<file path="src/rtl/alu_pkg.sv">
// ------------------------------------------------------------------
// alu_pkg: opcodes, FSM encoding and shift-width helper for iter_alu
// Rev 1.0
// ------------------------------------------------------------------
`default_nettype none

package alu_pkg;

  localparam int ALU_XLEN_DEFAULT = 32;

  localparam logic [4:0] OP_AND    = 5'b00000;
  localparam logic [4:0] OP_OR     = 5'b00001;
  localparam logic [4:0] OP_ADD    = 5'b00010;
  localparam logic [4:0] OP_SLL    = 5'b00011;
  localparam logic [4:0] OP_SUB    = 5'b00110;
  localparam logic [4:0] OP_XOR    = 5'b00111;
  localparam logic [4:0] OP_SRL    = 5'b01000;
  localparam logic [4:0] OP_SRA    = 5'b01001;
  localparam logic [4:0] OP_SLT    = 5'b01010;
  localparam logic [4:0] OP_SLTU   = 5'b01011;
  localparam logic [4:0] OP_MUL    = 5'b10000;
  localparam logic [4:0] OP_MULH   = 5'b10001;
  localparam logic [4:0] OP_MULHSU = 5'b10010;
  localparam logic [4:0] OP_MULHU  = 5'b10011;
  localparam logic [4:0] OP_DIV    = 5'b10100;
  localparam logic [4:0] OP_DIVU   = 5'b10101;
  localparam logic [4:0] OP_REM    = 5'b10110;
  localparam logic [4:0] OP_REMU   = 5'b10111;

  typedef enum logic [1:0] {
    ST_IDLE = 2'd0,
    ST_BUSY = 2'd1,
    ST_DONE = 2'd2
  } state_t;

  // Shift amount width derived from the operand width.
  function automatic int shamt_width(input int xlen);
    return $clog2(xlen);
  endfunction

  function automatic logic is_simple_op(input logic [4:0] op);
    return op inside {OP_AND, OP_OR, OP_ADD, OP_SLL, OP_SUB, OP_XOR,
                      OP_SRL, OP_SRA, OP_SLT, OP_SLTU};
  endfunction

  function automatic logic is_muldiv_op(input logic [4:0] op);
    return op inside {OP_MUL, OP_MULH, OP_MULHSU, OP_MULHU,
                      OP_DIV, OP_DIVU, OP_REM, OP_REMU};
  endfunction

endpackage

`default_nettype wire

</file>
<file path="src/rtl/iter_muldiv_unit.sv">
// ------------------------------------------------------------------
// iter_muldiv_unit: XLEN-cycle shift-add multiplier / restoring divider
// Rev 1.0
// ------------------------------------------------------------------
`default_nettype none

module iter_muldiv_unit
  import alu_pkg::*;
#(
  parameter int XLEN = ALU_XLEN_DEFAULT
) (
  input  logic            clk,
  input  logic            reset,
  input  logic            start,
  input  logic [4:0]      op,
  input  logic [XLEN-1:0] a,
  input  logic [XLEN-1:0] b,
  output logic            busy,
  output logic            done,
  output logic [XLEN-1:0] result
);

  localparam int CW = $clog2(XLEN) + 1;

  logic [CW-1:0]   cnt_q;
  logic            busy_q;
  logic [XLEN-1:0] hi_q, lo_q, m_q, a_lat;
  logic            div_q, hi_sel_q, neg_q, div0_q;

  logic            s_div, s_hi_sel, a_signed, b_signed, sa, sb;
  logic [XLEN-1:0] a_mag, b_mag;

  assign s_div    = op inside {OP_DIV, OP_DIVU, OP_REM, OP_REMU};
  assign s_hi_sel = op inside {OP_MULH, OP_MULHSU, OP_MULHU, OP_REM, OP_REMU};
  assign a_signed = op inside {OP_MULH, OP_MULHSU, OP_DIV, OP_REM};
  assign b_signed = op inside {OP_MULH, OP_DIV, OP_REM};
  assign sa       = a_signed & a[XLEN-1];
  assign sb       = b_signed & b[XLEN-1];
  assign a_mag    = sa ? -a : a;
  assign b_mag    = sb ? -b : b;

  // The start edge already performs the first step on the incoming
  // magnitudes, so the result is ready after exactly XLEN edges.
  logic [XLEN-1:0] src_hi, src_lo, src_m, hi_n, lo_n, rdiff;
  logic [XLEN:0]   sum, rsh;
  logic            src_div, ge;

  always_comb begin
    src_hi  = start ? '0 : hi_q;
    src_lo  = start ? (s_div ? a_mag : b_mag) : lo_q;
    src_m   = start ? (s_div ? b_mag : a_mag) : m_q;
    src_div = start ? s_div : div_q;
    sum     = {1'b0, src_hi} + (src_lo[0] ? {1'b0, src_m} : '0);
    rsh     = {src_hi, src_lo[XLEN-1]};
    ge      = (rsh >= {1'b0, src_m});
    rdiff   = rsh[XLEN-1:0] - src_m;
    if (src_div) begin
      hi_n = ge ? rdiff : rsh[XLEN-1:0];
      lo_n = {src_lo[XLEN-2:0], ge};
    end else begin
      hi_n = sum[XLEN:1];
      lo_n = {sum[0], src_lo[XLEN-1:1]};
    end
  end

  always_ff @(posedge clk) begin
    if (reset) begin
      busy_q   <= 1'b0;
      cnt_q    <= '0;
      hi_q     <= '0;
      lo_q     <= '0;
      m_q      <= '0;
      a_lat    <= '0;
      div_q    <= 1'b0;
      hi_sel_q <= 1'b0;
      neg_q    <= 1'b0;
      div0_q   <= 1'b0;
    end else if (start) begin
      busy_q   <= 1'b1;
      cnt_q    <= CW'(1);
      hi_q     <= hi_n;
      lo_q     <= lo_n;
      m_q      <= src_m;
      a_lat    <= a;
      div_q    <= s_div;
      hi_sel_q <= s_hi_sel;
      neg_q    <= (s_div && s_hi_sel) ? sa : (sa ^ sb);
      div0_q   <= s_div && (b == '0);
    end else if (busy_q) begin
      if (cnt_q == CW'(XLEN)) begin
        busy_q <= 1'b0;
        cnt_q  <= '0;
      end else begin
        hi_q  <= hi_n;
        lo_q  <= lo_n;
        cnt_q <= cnt_q + CW'(1);
      end
    end
  end

  assign busy = busy_q;
  assign done = busy_q && (cnt_q == CW'(XLEN));

  logic [2*XLEN-1:0] prod_n;

  always_comb begin
    prod_n = neg_q ? -{hi_q, lo_q} : {hi_q, lo_q};
    if (div_q) begin
      if (hi_sel_q) result = div0_q ? a_lat : (neg_q ? -hi_q : hi_q);
      else          result = div0_q ? '1    : (neg_q ? -lo_q : lo_q);
    end else begin
      result = hi_sel_q ? prod_n[2*XLEN-1:XLEN] : prod_n[XLEN-1:0];
    end
  end

endmodule

`default_nettype wire

</file>
<file path="src/rtl/iter_alu.sv">
// ------------------------------------------------------------------
// iter_alu: handshaked ALU; mul/div enabled by macro ITER_ALU_MULDIV_EN
// Rev 1.0
// ------------------------------------------------------------------
`default_nettype none

module iter_alu
  import alu_pkg::*;
#(
  parameter int XLEN = ALU_XLEN_DEFAULT
) (
  input  logic            clk,
  input  logic            reset,
  input  logic            in_valid,
  output logic            in_ready,
  input  logic [4:0]      alu_op,
  input  logic [XLEN-1:0] alu_in_1,
  input  logic [XLEN-1:0] alu_in_2,
  output logic            out_valid,
  input  logic            out_ready,
  output logic [XLEN-1:0] alu_result,
  output logic [2:0]      alu_bcond,
  output logic            illegal
);

  localparam int SHW = shamt_width(XLEN);

  state_t          state, state_next;
  logic            op_md, op_illegal, load, ill_next;
  logic            md_busy, md_done;
  logic [XLEN-1:0] md_result, simple_result, res_next;
  logic [SHW-1:0]  shamt;

  assign in_ready  = (state == ST_IDLE);
  assign out_valid = (state == ST_DONE);
  assign shamt     = alu_in_2[SHW-1:0];

`ifdef ITER_ALU_MULDIV_EN
  assign op_md = is_muldiv_op(alu_op);

  iter_muldiv_unit #(.XLEN(XLEN)) u_muldiv (
    .clk    (clk),
    .reset  (reset),
    .start  (in_valid & in_ready & op_md),
    .op     (alu_op),
    .a      (alu_in_1),
    .b      (alu_in_2),
    .busy   (md_busy),
    .done   (md_done),
    .result (md_result)
  );
`else
  assign op_md     = 1'b0;
  assign md_busy   = 1'b0;
  assign md_done   = 1'b0;
  assign md_result = '0;
`endif

  assign op_illegal = ~is_simple_op(alu_op) & ~op_md;

  always_comb begin
    simple_result = '0;
    case (alu_op)
      OP_AND:  simple_result = alu_in_1 & alu_in_2;
      OP_OR:   simple_result = alu_in_1 | alu_in_2;
      OP_ADD:  simple_result = alu_in_1 + alu_in_2;
      OP_SUB:  simple_result = alu_in_1 - alu_in_2;
      OP_XOR:  simple_result = alu_in_1 ^ alu_in_2;
      OP_SLL:  simple_result = alu_in_1 << shamt;
      OP_SRL:  simple_result = alu_in_1 >> shamt;
      OP_SRA:  simple_result = XLEN'($signed(alu_in_1) >>> shamt);
      OP_SLT:  simple_result = {{(XLEN-1){1'b0}}, $signed(alu_in_1) < $signed(alu_in_2)};
      OP_SLTU: simple_result = {{(XLEN-1){1'b0}}, alu_in_1 < alu_in_2};
      default: simple_result = '0;
    endcase
  end

  always_comb begin
    state_next = state;
    load       = 1'b0;
    res_next   = simple_result;
    ill_next   = op_illegal;
    case (state)
      ST_IDLE: begin
        if (in_valid) begin
          if (op_md) begin
            state_next = ST_BUSY;
          end else begin
            state_next = ST_DONE;
            load       = 1'b1;
          end
        end
      end
      ST_BUSY: begin
        if (md_busy && md_done) begin
          state_next = ST_DONE;
          load       = 1'b1;
          res_next   = md_result;
          ill_next   = 1'b0;
        end
      end
      ST_DONE: begin
        if (out_ready) state_next = ST_IDLE;
      end
      default: state_next = ST_IDLE;
    endcase
  end

  // Flags are taken from the value that becomes the registered result.
  always_ff @(posedge clk) begin
    if (reset) begin
      state      <= ST_IDLE;
      alu_result <= '0;
      alu_bcond  <= 3'b000;
      illegal    <= 1'b0;
    end else begin
      state <= state_next;
      if (load) begin
        alu_result <= res_next;
        alu_bcond  <= {~res_next[XLEN-1] & (|res_next), res_next[XLEN-1], ~(|res_next)};
        illegal    <= ill_next;
      end
    end
  end

endmodule

`default_nettype wire

</file>
<file path="config.mk">
export PLATFORM = sky130hd
export DESIGN_NAME = iter_alu
export DESIGN_NICKNAME = d
export VERILOG_FILES = /design/src/rtl/alu_pkg.sv /design/src/rtl/iter_muldiv_unit.sv /design/src/rtl/iter_alu.sv
export SDC_FILE = /design/constraint.sdc
export NUM_CORES = 1
export LEC_CHECK = 0
export CAP_MARGIN = 20
export CELL_PAD_IN_SITES_DETAIL_PLACEMENT = 1
export CELL_PAD_IN_SITES_GLOBAL_PLACEMENT = 2
export CORE_MARGIN = 1.5
export CORE_UTILIZATION = 31
export CTS_CLUSTER_DIAMETER = 120
export DETAILED_ROUTE_END_ITERATION = 12
export MAX_ROUTING_LAYER = met4
export PLACE_DENSITY_LB_ADDON = 0.1
export SLEW_MARGIN = 10
export SYNTH_ARGS = -nofsm -noshare
export SYNTH_HDL_FRONTEND = slang
export SYNTH_HIERARCHICAL = 1
export SYNTH_SLANG_ARGS = --single-unit
export TNS_END_PERCENT = 50
</file>
<file path="constraint.sdc">
create_clock -name clk -period 6.55 [get_ports clk]
set_input_delay 1.965 -clock clk [delete_from_list [all_inputs] [get_ports clk]]
set_output_delay 1.965 -clock clk [all_outputs]
set_load 0.02 [all_outputs]
</file>
==> impl_metrics.prom <==
# TYPE chip_impl_metric gauge
chip_impl_info{name="status",value="finished, final reports clean"} 1
chip_impl_info{name="crit_chain",value="clkdlybuf4s50_1 -> inv_1 -> ha_1 -> fa_1 -> o21ba_2 -> or4_1 -> a21oi_1 -> o21a_1 -> or2_2 -> o211ai_1 -> nor4_1 -> nand4_1 -> nor4_1 -> nand4_1 -> and2_1"} 1
chip_impl_metric{name="die_height",unit="µm"} 196
chip_impl_metric{name="post_synth.cell_area_avg",unit="µm²"} 7.29
chip_impl_metric{name="first_pass_iters",unit=""} 5
chip_impl_info{name="mostFrequentLayoutCells",value="sky130_fd_sc_hd__nor2_1 (158), sky130_fd_sc_hd__nand2_1 (141), sky130_fd_sc_hd__buf_4 (139)"} 1
chip_impl_info{name="postSynth.topFlopCell",value="sky130_fd_sc_hd__dfxtp_1"} 1
chip_impl_metric{name="drt.antenna.violating_nets",unit=""} 0
chip_impl_info{name="timing.critical_path.from_type",value="input port"} 1
chip_impl_metric{name="synth.top_cell.area_share",unit=""} 0.109
chip_impl_metric{name="clk_latency",unit="ns"} 0.28
chip_impl_info{name="cts_tree",value="done"} 1
chip_impl_metric{name="pleak",unit="nW"} 5.57
chip_impl_metric{name="n_antenna_cell",unit=""} 0
chip_impl_metric{name="grt_start_max_net_pins",unit=""} 70
chip_impl_metric{name="timing.critical_path.required",unit="ns"} 6.73
chip_impl_metric{name="number_of_global_route_vias_before_repair",unit=""} 13638
chip_impl_info{name="timing.rr.end",value="alu_bcond[2]$_SDFFE_PP0P_"} 1
chip_impl_info{name="critical-path-slowest-cell",value="sky130_fd_sc_hd__clkdlybuf4s50_1"} 1
chip_impl_metric{name="worst-r2r-setup-slack",unit="ns"} 3.52
chip_impl_metric{name="clk_transition_reported_paths",unit="ns"} 0.05
chip_impl_metric{name="worst_ep_arrival_time",unit="ns"} 6.28
chip_impl_metric{name="antenna_violations_before_repair",unit=""} 0
chip_impl_info{name="ys_top_cells_by_area",value="sky130_fd_sc_hd__mux4_2 (11%), sky130_fd_sc_hd__ha_1 (11%), sky130_fd_sc_hd__dfxtp_1 (6.3%)"} 1
chip_impl_metric{name="synth-edff-count",unit=""} 0
chip_impl_metric{name="cts.sink_count",unit=""} 36
chip_impl_metric{name="global_route_wire_length_before_repair",unit="mm"} 97.2
chip_impl_metric{name="holdBufCountCts",unit=""} 0
chip_impl_metric{name="gr-usage-all-layers",unit=""} 0.354
chip_impl_metric{name="synth_nets",unit=""} 1753
chip_impl_metric{name="final_min_period_over_clock_period",unit=""} 0.932
chip_impl_metric{name="place.detailed.hpwl",unit="mm"} 54.9
chip_impl_metric{name="highest_fanout_seen_on_the_critical_path",unit=""} 3
chip_impl_metric{name="max-clock-path-buffers",unit=""} 2
chip_impl_metric{name="routabilityCongestion",unit=""} 1.03
chip_impl_metric{name="power.density",unit="nW/µm²"} 119
chip_impl_metric{name="synth.lib_cells_used.distinct",unit=""} 85
chip_impl_info{name="r2r-start",value="state[1]$_SDFFE_PP0P_"} 1
chip_impl_info{name="critical_path.endpoint_type",value="flop"} 1
chip_impl_info{name="hp-class",value="flop to flop"} 1
chip_impl_metric{name="io_buffer_count",unit=""} 110
chip_impl_metric{name="num_vias",unit=""} 14007
chip_impl_info{name="crit_type",value="input port to flop"} 1
chip_impl_info{name="cts_root_buffer",value="sky130_fd_sc_hd__clkbuf_16"} 1
chip_impl_info{name="yosysTopAreaCell",value="sky130_fd_sc_hd__mux4_2"} 1
chip_impl_metric{name="cts-buffers-inserted",unit=""} 5
chip_impl_metric{name="max_clock_freq",unit="GHz"} 0.164
chip_impl_metric{name="post_route_cells_drive_above_1_share",unit=""} 0.161
chip_impl_metric{name="timing.final.crit_period",unit="ns"} 6.11
chip_impl_info{name="layout.cells.most_common",value="sky130_fd_sc_hd__nor2_1"} 1
chip_impl_info{name="timing.hold.worst.start",value="alu_result[26]$_SDFFE_PP0P_"} 1
chip_impl_metric{name="cap_violations",unit=""} 0
chip_impl_metric{name="coreArea",unit="µm²"} 36600
chip_impl_metric{name="finalPower",unit="W"} 0.00164
chip_impl_info{name="grt_setup_unrepaired",value="no"} 1
chip_impl_metric{name="max_slew_margin",unit=""} 0.266
chip_impl_metric{name="yosys_warnings",unit=""} 6
chip_impl_metric{name="die_area",unit="µm²"} 38300
chip_impl_metric{name="syn-cell-area",unit="µm²"} 11500
chip_impl_metric{name="max-vdd-ir-drop",unit="µV"} 83.1
chip_impl_metric{name="final-setup-viol-count",unit=""} 0
chip_impl_metric{name="areaGrowthSynthToFinish",unit="%"} 20.0
chip_impl_metric{name="drc_errors",unit=""} 0
chip_impl_metric{name="rows",unit=""} 70
chip_impl_metric{name="floorplan.initialDensity",unit=""} 0.315
chip_impl_metric{name="worst_pin_slew",unit="ns"} 1.10
chip_impl_metric{name="num_io_pins",unit=""} 111
chip_impl_metric{name="post-cts-setup-buffers",unit=""} 0
chip_impl_metric{name="r2r.worst_path.cells",unit=""} 10
chip_impl_metric{name="global_route.overflow_total",unit=""} 0
chip_impl_metric{name="hold_path_depth",unit=""} 2
chip_impl_info{name="hold_end",value="alu_result[26]$_SDFFE_PP0P_"} 1
chip_impl_metric{name="routedWlPerCell",unit="µm"} 31.2
chip_impl_metric{name="syn_inst",unit=""} 1579
chip_impl_metric{name="vias_per_cell",unit=""} 6.48
chip_impl_metric{name="die_width",unit="µm"} 196
chip_impl_metric{name="critical-path-max-stage-delay",unit="ns"} 0.56
chip_impl_metric{name="nNetsFinal",unit=""} 1868
chip_impl_metric{name="synth_sequential_area_ratio",unit=""} 0.0626
chip_impl_metric{name="htreeDepth",unit=""} 2
chip_impl_metric{name="finalHoldViolCount",unit=""} 0
chip_impl_metric{name="synth.ff_latch_count",unit=""} 36
chip_impl_metric{name="setup_tns",unit="ns"} 0
chip_impl_metric{name="aggregate_routed_wire_length",unit="mm"} 67.4
chip_impl_metric{name="worst_clock_skew_on_the_final_layout",unit="ns"} 0.00225
chip_impl_metric{name="asyncSetResetFlopFracSynth",unit=""} 0
chip_impl_metric{name="resized_cells_post_cts",unit=""} 0
chip_impl_metric{name="slew_violations",unit=""} 0
chip_impl_metric{name="detail_route.iter0.violations",unit=""} 1416
==> critical path, delay by kind of cell <==
kind / cells / cell delay [ns]
simple gates: 7 / 1.85
compound gates: 4 / 1.16
buf+inv: 2 / 0.66
fa+ha+maj: 2 / 0.63
==> worst max path at each step <==
stage	start	end	slack, ns	cells after the start
6_report	alu_in_1[0]	alu_bcond[2]$_SDFFE_PP0P_	0.44	15
5_1_grt	alu_in_1[8]	alu_bcond[2]$_SDFFE_PP0P_	0.22	15
4_1_cts	alu_in_1[0]	alu_bcond[2]$_SDFFE_PP0P_	0.37	15
3_5_place_dp	alu_in_1[0]	alu_bcond[2]$_SDFFE_PP0P_	0.08	15
3_3_place_gp	alu_in_1[0]	alu_bcond[2]$_SDFFE_PP0P_	0.14	15
2_1_floorplan	alu_in_2[3]	alu_bcond[2]$_SDFFE_PP0P_	0.26	19
==> synthesized netlist by cell type, types with 22 or more instances <==
cell type                  instances
sky130_fd_sc_hd__nor2_1          159
sky130_fd_sc_hd__nand2_1         141
sky130_fd_sc_hd__ha_1             99
sky130_fd_sc_hd__a21oi_1          93
sky130_fd_sc_hd__inv_1            92
sky130_fd_sc_hd__clkbuf_1         89
sky130_fd_sc_hd__o21ai_0          74
sky130_fd_sc_hd__mux4_2           56
sky130_fd_sc_hd__a211oi_1         55
sky130_fd_sc_hd__mux2i_1          49
sky130_fd_sc_hd__nor3_1           47
sky130_fd_sc_hd__nand3_1          44
sky130_fd_sc_hd__dfxtp_1          36
sky130_fd_sc_hd__buf_2            34
sky130_fd_sc_hd__mux2_2           34
sky130_fd_sc_hd__o211ai_1         32
sky130_fd_sc_hd__o22ai_1          26
sky130_fd_sc_hd__nor4_1           23
sky130_fd_sc_hd__a221oi_1         22
sky130_fd_sc_hd__nor2b_1          22
==> state kept, by name, summed over array words and instances, names as in the netlist <==
name	count
alu_bcond	3
alu_result	31
illegal	1
state	1
==> layout make-up <==
type | instances | area [µm²]
Inverter | 94 | 353
Sequential cell | 36 | 721
Timing Repair Buffer | 252 | 2210
Tap cell | 468 | 586
Fill cell | 4525 | 22800
Multi-Input combinational cell | 1305 | 9800
Clock buffer | 7 | 153
==> routing by layer <==
metal,up-vias,global-route usage,routed length (µm)
li1,6203,-,-
met3,97,0.0246,3850
met5,-,-,0
met1,7110,0.481,30600
met4,0,0.113,2290
met2,597,0.559,30700
==> where the power goes <==
| group | switching (W) | internal, W |
|---|---|---|
| clock network | 0.0000891 | 0.000160 |
| logic | 0.000710 | 0.000437 |
| registers | 0.00000900 | 0.000237 |
==> stage by stage <==
stage	cell area [µm²]	worst slack, ns	hold slack, ns	instances	util
6_report	13800	0.443	0.461	2162	0.378
5_1_grt	13800	0.222	0.486	2162	0.378
4_1_cts	13800	0.369	0.465	2161	0.377
3_5_place_dp	13700	0.0799	0.458	2154	0.373
3_3_place_gp	13700	0.136	0.450	2154	0.373
2_1_floorplan	11500	0.258	0.535	1579	-
==> cells by family after synthesis <==
family,after synthesis,share of synthesized area
XOR/XNOR,26,0.0198
multiplexers,140,0.187
flip-flops,36,0.0626
AO/OA/AOI/OAI,495,0.304
AND/OR/NAND/NOR,543,0.227
buffers and inverters,238,0.0883
adder cells (fa/ha/maj),101,0.111
Note: power is estimated with default switching activity, not from simulation.
==> edit 1: new RTL, config.mk and constraints unchanged <==
Change the package constant `ALU_XLEN_DEFAULT` from 32 to 16.
--- a/src/rtl/alu_pkg.sv
+++ b/src/rtl/alu_pkg.sv
@@ -6,7 +6,7 @@
 
 package alu_pkg;
 
-  localparam int ALU_XLEN_DEFAULT = 32;
+  localparam int ALU_XLEN_DEFAULT = 16;
 
   localparam logic [4:0] OP_AND    = 5'b00000;
   localparam logic [4:0] OP_OR     = 5'b00001;
Ports: changed (resized alu_in_1, alu_in_2 and alu_result); port bits go from 111 to 63. The function was not compared with the original's and may differ.
==> edit 1 against the original RTL <==
Cell count decreased by 57%. Fmax decreased by 0.47%. First-iteration DRC count decreased by 68%. Sequential cell count decreased by 16. Worst setup slack got worse by 0.029 ns. Wire length decreased by 66%. Register-to-register slack improved by 0.84 ns. Cell area decreased by 57%. Via count decreased by 60%. Synthesized area decreased by 57%. Critical path depth decreased by 2. Sequential share of layout area increased by 1.6 points. Total power decreased by 54%. Critical path type unchanged.
==> edit 1: results (changes against the original RTL) <==
CTS:
- The deepest level of the CTS H-tree is 1 (-1).

Global route:
- The maximum number of pins on one net before global-route repair is 29 (-59%).
- The met1 layer usage reported by global route was 36.9% (-11 points).
- The global routing usage on met2 is 44.6% (-11 points).
- The global-route wire length before repair is 34,100 µm (-65%).

Pwr:
- The reported clock group power was 168 µW (-33%).
- The total power density per cell area is 127 mW/mm² (+7.2%).
- The overall power consumption is 749 µW (-54%).

Setup path:
- The maximum cell stage delay along the critical path was 0.82 ns (+0.26 ns).
- The worst path arrival time is 6.30 ns (+0.02 ns).
- The largest fanout on the critical path came to 13 (+10).

Routing:
- The met3 wirelength from detailed routing is 1180 µm (-69%).
- The initial detailed-routing violation count is 457 (-68%).
- The detailed-route wire length on metal 1 is 10,300 µm (-66%).

Synthesis:
- The number of library cell types mapped by synthesis is 82 (-3.5%).
- The portion of the post-synthesis area used by sequential elements is 8.03% (+1.8 points).
- The synthesized net count is 769 (-56%).

Layout:
- The fraction of layout instances using a drive strength above 1 is 10.9% (-5.1 points).
- The area of combinational cells with multiple inputs is 0.00411 mm² (-58%).
- The number of fill cells in the layout is 1,979 (-56%).
- The count of non-CTS buffers in the layout is 88 (-65%).
- The final net count is 810 (-57%).

STA:
- The worst slew margin relative to its limit is 30.1% (+3.5 points).

Outcome:
- The flow ran to the end, and the final reports show no timing, DRC or antenna violations.

Placed design:
- The worst-case setup slack after placement is 0.211 ns (+0.131 ns).
- The half-perimeter wire length after detailed placement is 18,400 µm (-66%).
==> edit 1: path summary, 6_finish.rpt <==
check        cells after the start  slack, ns       endpoint
max                             13       0.41   alu_bcond[0]
min                              2       0.50  alu_result[8]
max reg2reg                      6       4.36   alu_bcond[2]
min reg2reg                      2       0.50  alu_result[8]
==> edit 1: tightest hold or removal path, cell delays in order, from the launching register on <==
cell	delay, ns
sky130_fd_sc_hd__dfxtp_1	0.31
sky130_fd_sc_hd__nor2_1	0.09
sky130_fd_sc_hd__nor3_1	0.05
==> edit 1: cells by family (layout without fill, tap and decap cells) <==
logic type / after synthesis / after routing / share of synthesized area [%]
AO/OA/AOI/OAI: 200 / 200 / 29.2
XOR/XNOR: 7 / 7 / 1.23
adder cells (fa/ha/maj): 53 / 53 / 13.6
buffers and inverters: 106 / 146 / 9.64
flip-flops: 20 / 20 / 8.03
multiplexers: 53 / 53 / 14.3
AND/OR/NAND/NOR: 236 / 236 / 24.0
==> edit 2: new RTL, same settings <==
Without the edit above. Remove the case item `OP_SLL` of the case on `alu_op`.
--- a/src/rtl/iter_alu.sv
+++ b/src/rtl/iter_alu.sv
@@ -66,7 +66,6 @@
       OP_ADD:  simple_result = alu_in_1 + alu_in_2;
       OP_SUB:  simple_result = alu_in_1 - alu_in_2;
       OP_XOR:  simple_result = alu_in_1 ^ alu_in_2;
-      OP_SLL:  simple_result = alu_in_1 << shamt;
       OP_SRL:  simple_result = alu_in_1 >> shamt;
       OP_SRA:  simple_result = XLEN'($signed(alu_in_1) >>> shamt);
       OP_SLT:  simple_result = {{(XLEN-1){1'b0}}, $signed(alu_in_1) < $signed(alu_in_2)};
Function: changed (a bounded check fails within 4 cycles, from zero or initial values and one cycle with reset high).
==> edit 2 against the original RTL <==
Sequential share of layout area up 0.92 points. Sequential cell count unchanged. Fmax about the same. Wire length down 21%. Worst setup slack worse by 0.0021 ns. Total power down 9.2%. Synthesized area down 19%. Cell area down 15%. Critical path type unchanged. Largest power group unchanged. Highest routed layer unchanged.
==> edit 2: results (changes against the original RTL) <==
Outcome:
- The flow ran to the end, and the final reports show no timing, DRC or antenna violations.

Worst hold path:
- The start point of the worst min-delay path is alu_result[19].
- The terminating pin of the worst hold path is alu_result[19].

Pwr:
- The share of power burned in the clock network is 18.1% (+3.0 points).
- The leakage power of the design came to 0.00490 µW (-12%).
- The peak supply drop is 0.0846 mV (+1.8%).
- The cell-internal power is 787 µW (-5.6%).

Layout:
- The non-clock inverter count in the final layout is 96 (+2.1%).
- The share of final layout cell area taken by non-clock buffers is 18.3% (+2.3 points).
- The share of cell area taken by flip-flops and latches came to 6.14% (+0.92 points).
- The multi-input gate count is 1,099 (-16%).
- The count of non-CTS buffers in the layout is 251 (-0.40%).
- The area of combinational cells with multiple inputs came to 0.00785 mm² (-20%).
- The layout clock buffer count is 5 (-2).
- The final net count is 1,667 (-11%).
- The number of fill cells in the layout came to 3,743 (-17%).
- The post-layout instance area is 0.0117 mm² (-15%).

Synthesis:
- By area the synthesized netlist is led by sky130_fd_sc_hd__ha_1 (14%), sky130_fd_sc_hd__dfxtp_1 (7.7%), sky130_fd_sc_hd__nor2_1 (5.8%), sky130_fd_sc_hd__a21oi_1 (4.9%), sky130_fd_sc_hd__mux2i_1 (4.5%).
- By count the netlist is led by sky130_fd_sc_hd__nor2_1 (144), sky130_fd_sc_hd__nand2_1 (107), sky130_fd_sc_hd__ha_1 (103), sky130_fd_sc_hd__a21oi_1 (92), sky130_fd_sc_hd__inv_1 (92).
- The number of library cell types mapped by synthesis is 96 (+13%).
- The proportion of synthesized area in mux cells was 9.75% (-8.9 points).
- The xor and xnor fraction of the mapped netlist area is 1.59% (-0.39 points).

Placed design:
- The instance area after placement came to 0.0116 mm² (-15%).
- The cell count after placement is 1,872 (-13%).
- The final estimated routing congestion in global placement is 1.00 (-2.9%).

STA:
- The clock period minus final worst setup slack came to 6.11 ns (+0.00214 ns).
- The worst hold-check slack is 0.459 ns (-0.00225 ns).

Setup path:
- The maximum cell stage delay along the critical path is 0.60 ns (+0.04 ns).
- The count of cells along the worst register-to-register path is 11 (+1).
- The worst path arrival time is 6.29 ns (about the same).
- Tracing the worst setup path back leads to its startpoint at alu_in_2[6].
- The minimum setup slack among reg-to-reg paths is 3.29 ns (-0.23 ns).
- The slowest library cell on the worst path is sky130_fd_sc_hd__a211oi_1.
- The largest fanout on the critical path is 10 (+7).

Routing:
- The detailed-route wire length on metal 1 is 24,200 µm (-21%).
- The met3 wirelength from detailed routing came to 3520 µm (-8.6%).
- The average routed wire per standard cell was 28.2 µm (-9.5%).
- The routed length on met2 is 23,900 µm (-22%).
- The ratio of routed vias to standard cells is 6.25 (-3.6%).

Global route:
- The number of global-route vias before repair was 11.5k (-16%).
- The maximum number of pins on one net before global-route repair is 37 (-47%).
## edit 2: changes by cell type after synthesis, moves of 9 or more
cell / unedited run / this run
sky130_fd_sc_hd__buf_2: 34 / 22
sky130_fd_sc_hd__nand4_1: 14 / 23
sky130_fd_sc_hd__nor2_1: 159 / 144
sky130_fd_sc_hd__mux2_2: 34 / 4
sky130_fd_sc_hd__nand3_1: 44 / 30
sky130_fd_sc_hd__o22ai_1: 26 / 8
sky130_fd_sc_hd__mux4_2: 56 / 17
sky130_fd_sc_hd__clkbuf_1: 89 / 56
sky130_fd_sc_hd__nor4_1: 23 / 12
sky130_fd_sc_hd__a221oi_1: 22 / 12
sky130_fd_sc_hd__nor3_1: 47 / 34
sky130_fd_sc_hd__nand2_1: 141 / 107
## edit 2: worst register-to-register path, delay by kind of cell (launching register included)
family                 cells  cell delay (ns)
buffers and inverters      3             0.47
AOI/OAI and AO/OA          3             1.11
DFF                        1             0.36
and+or+nand+nor            5             1.23
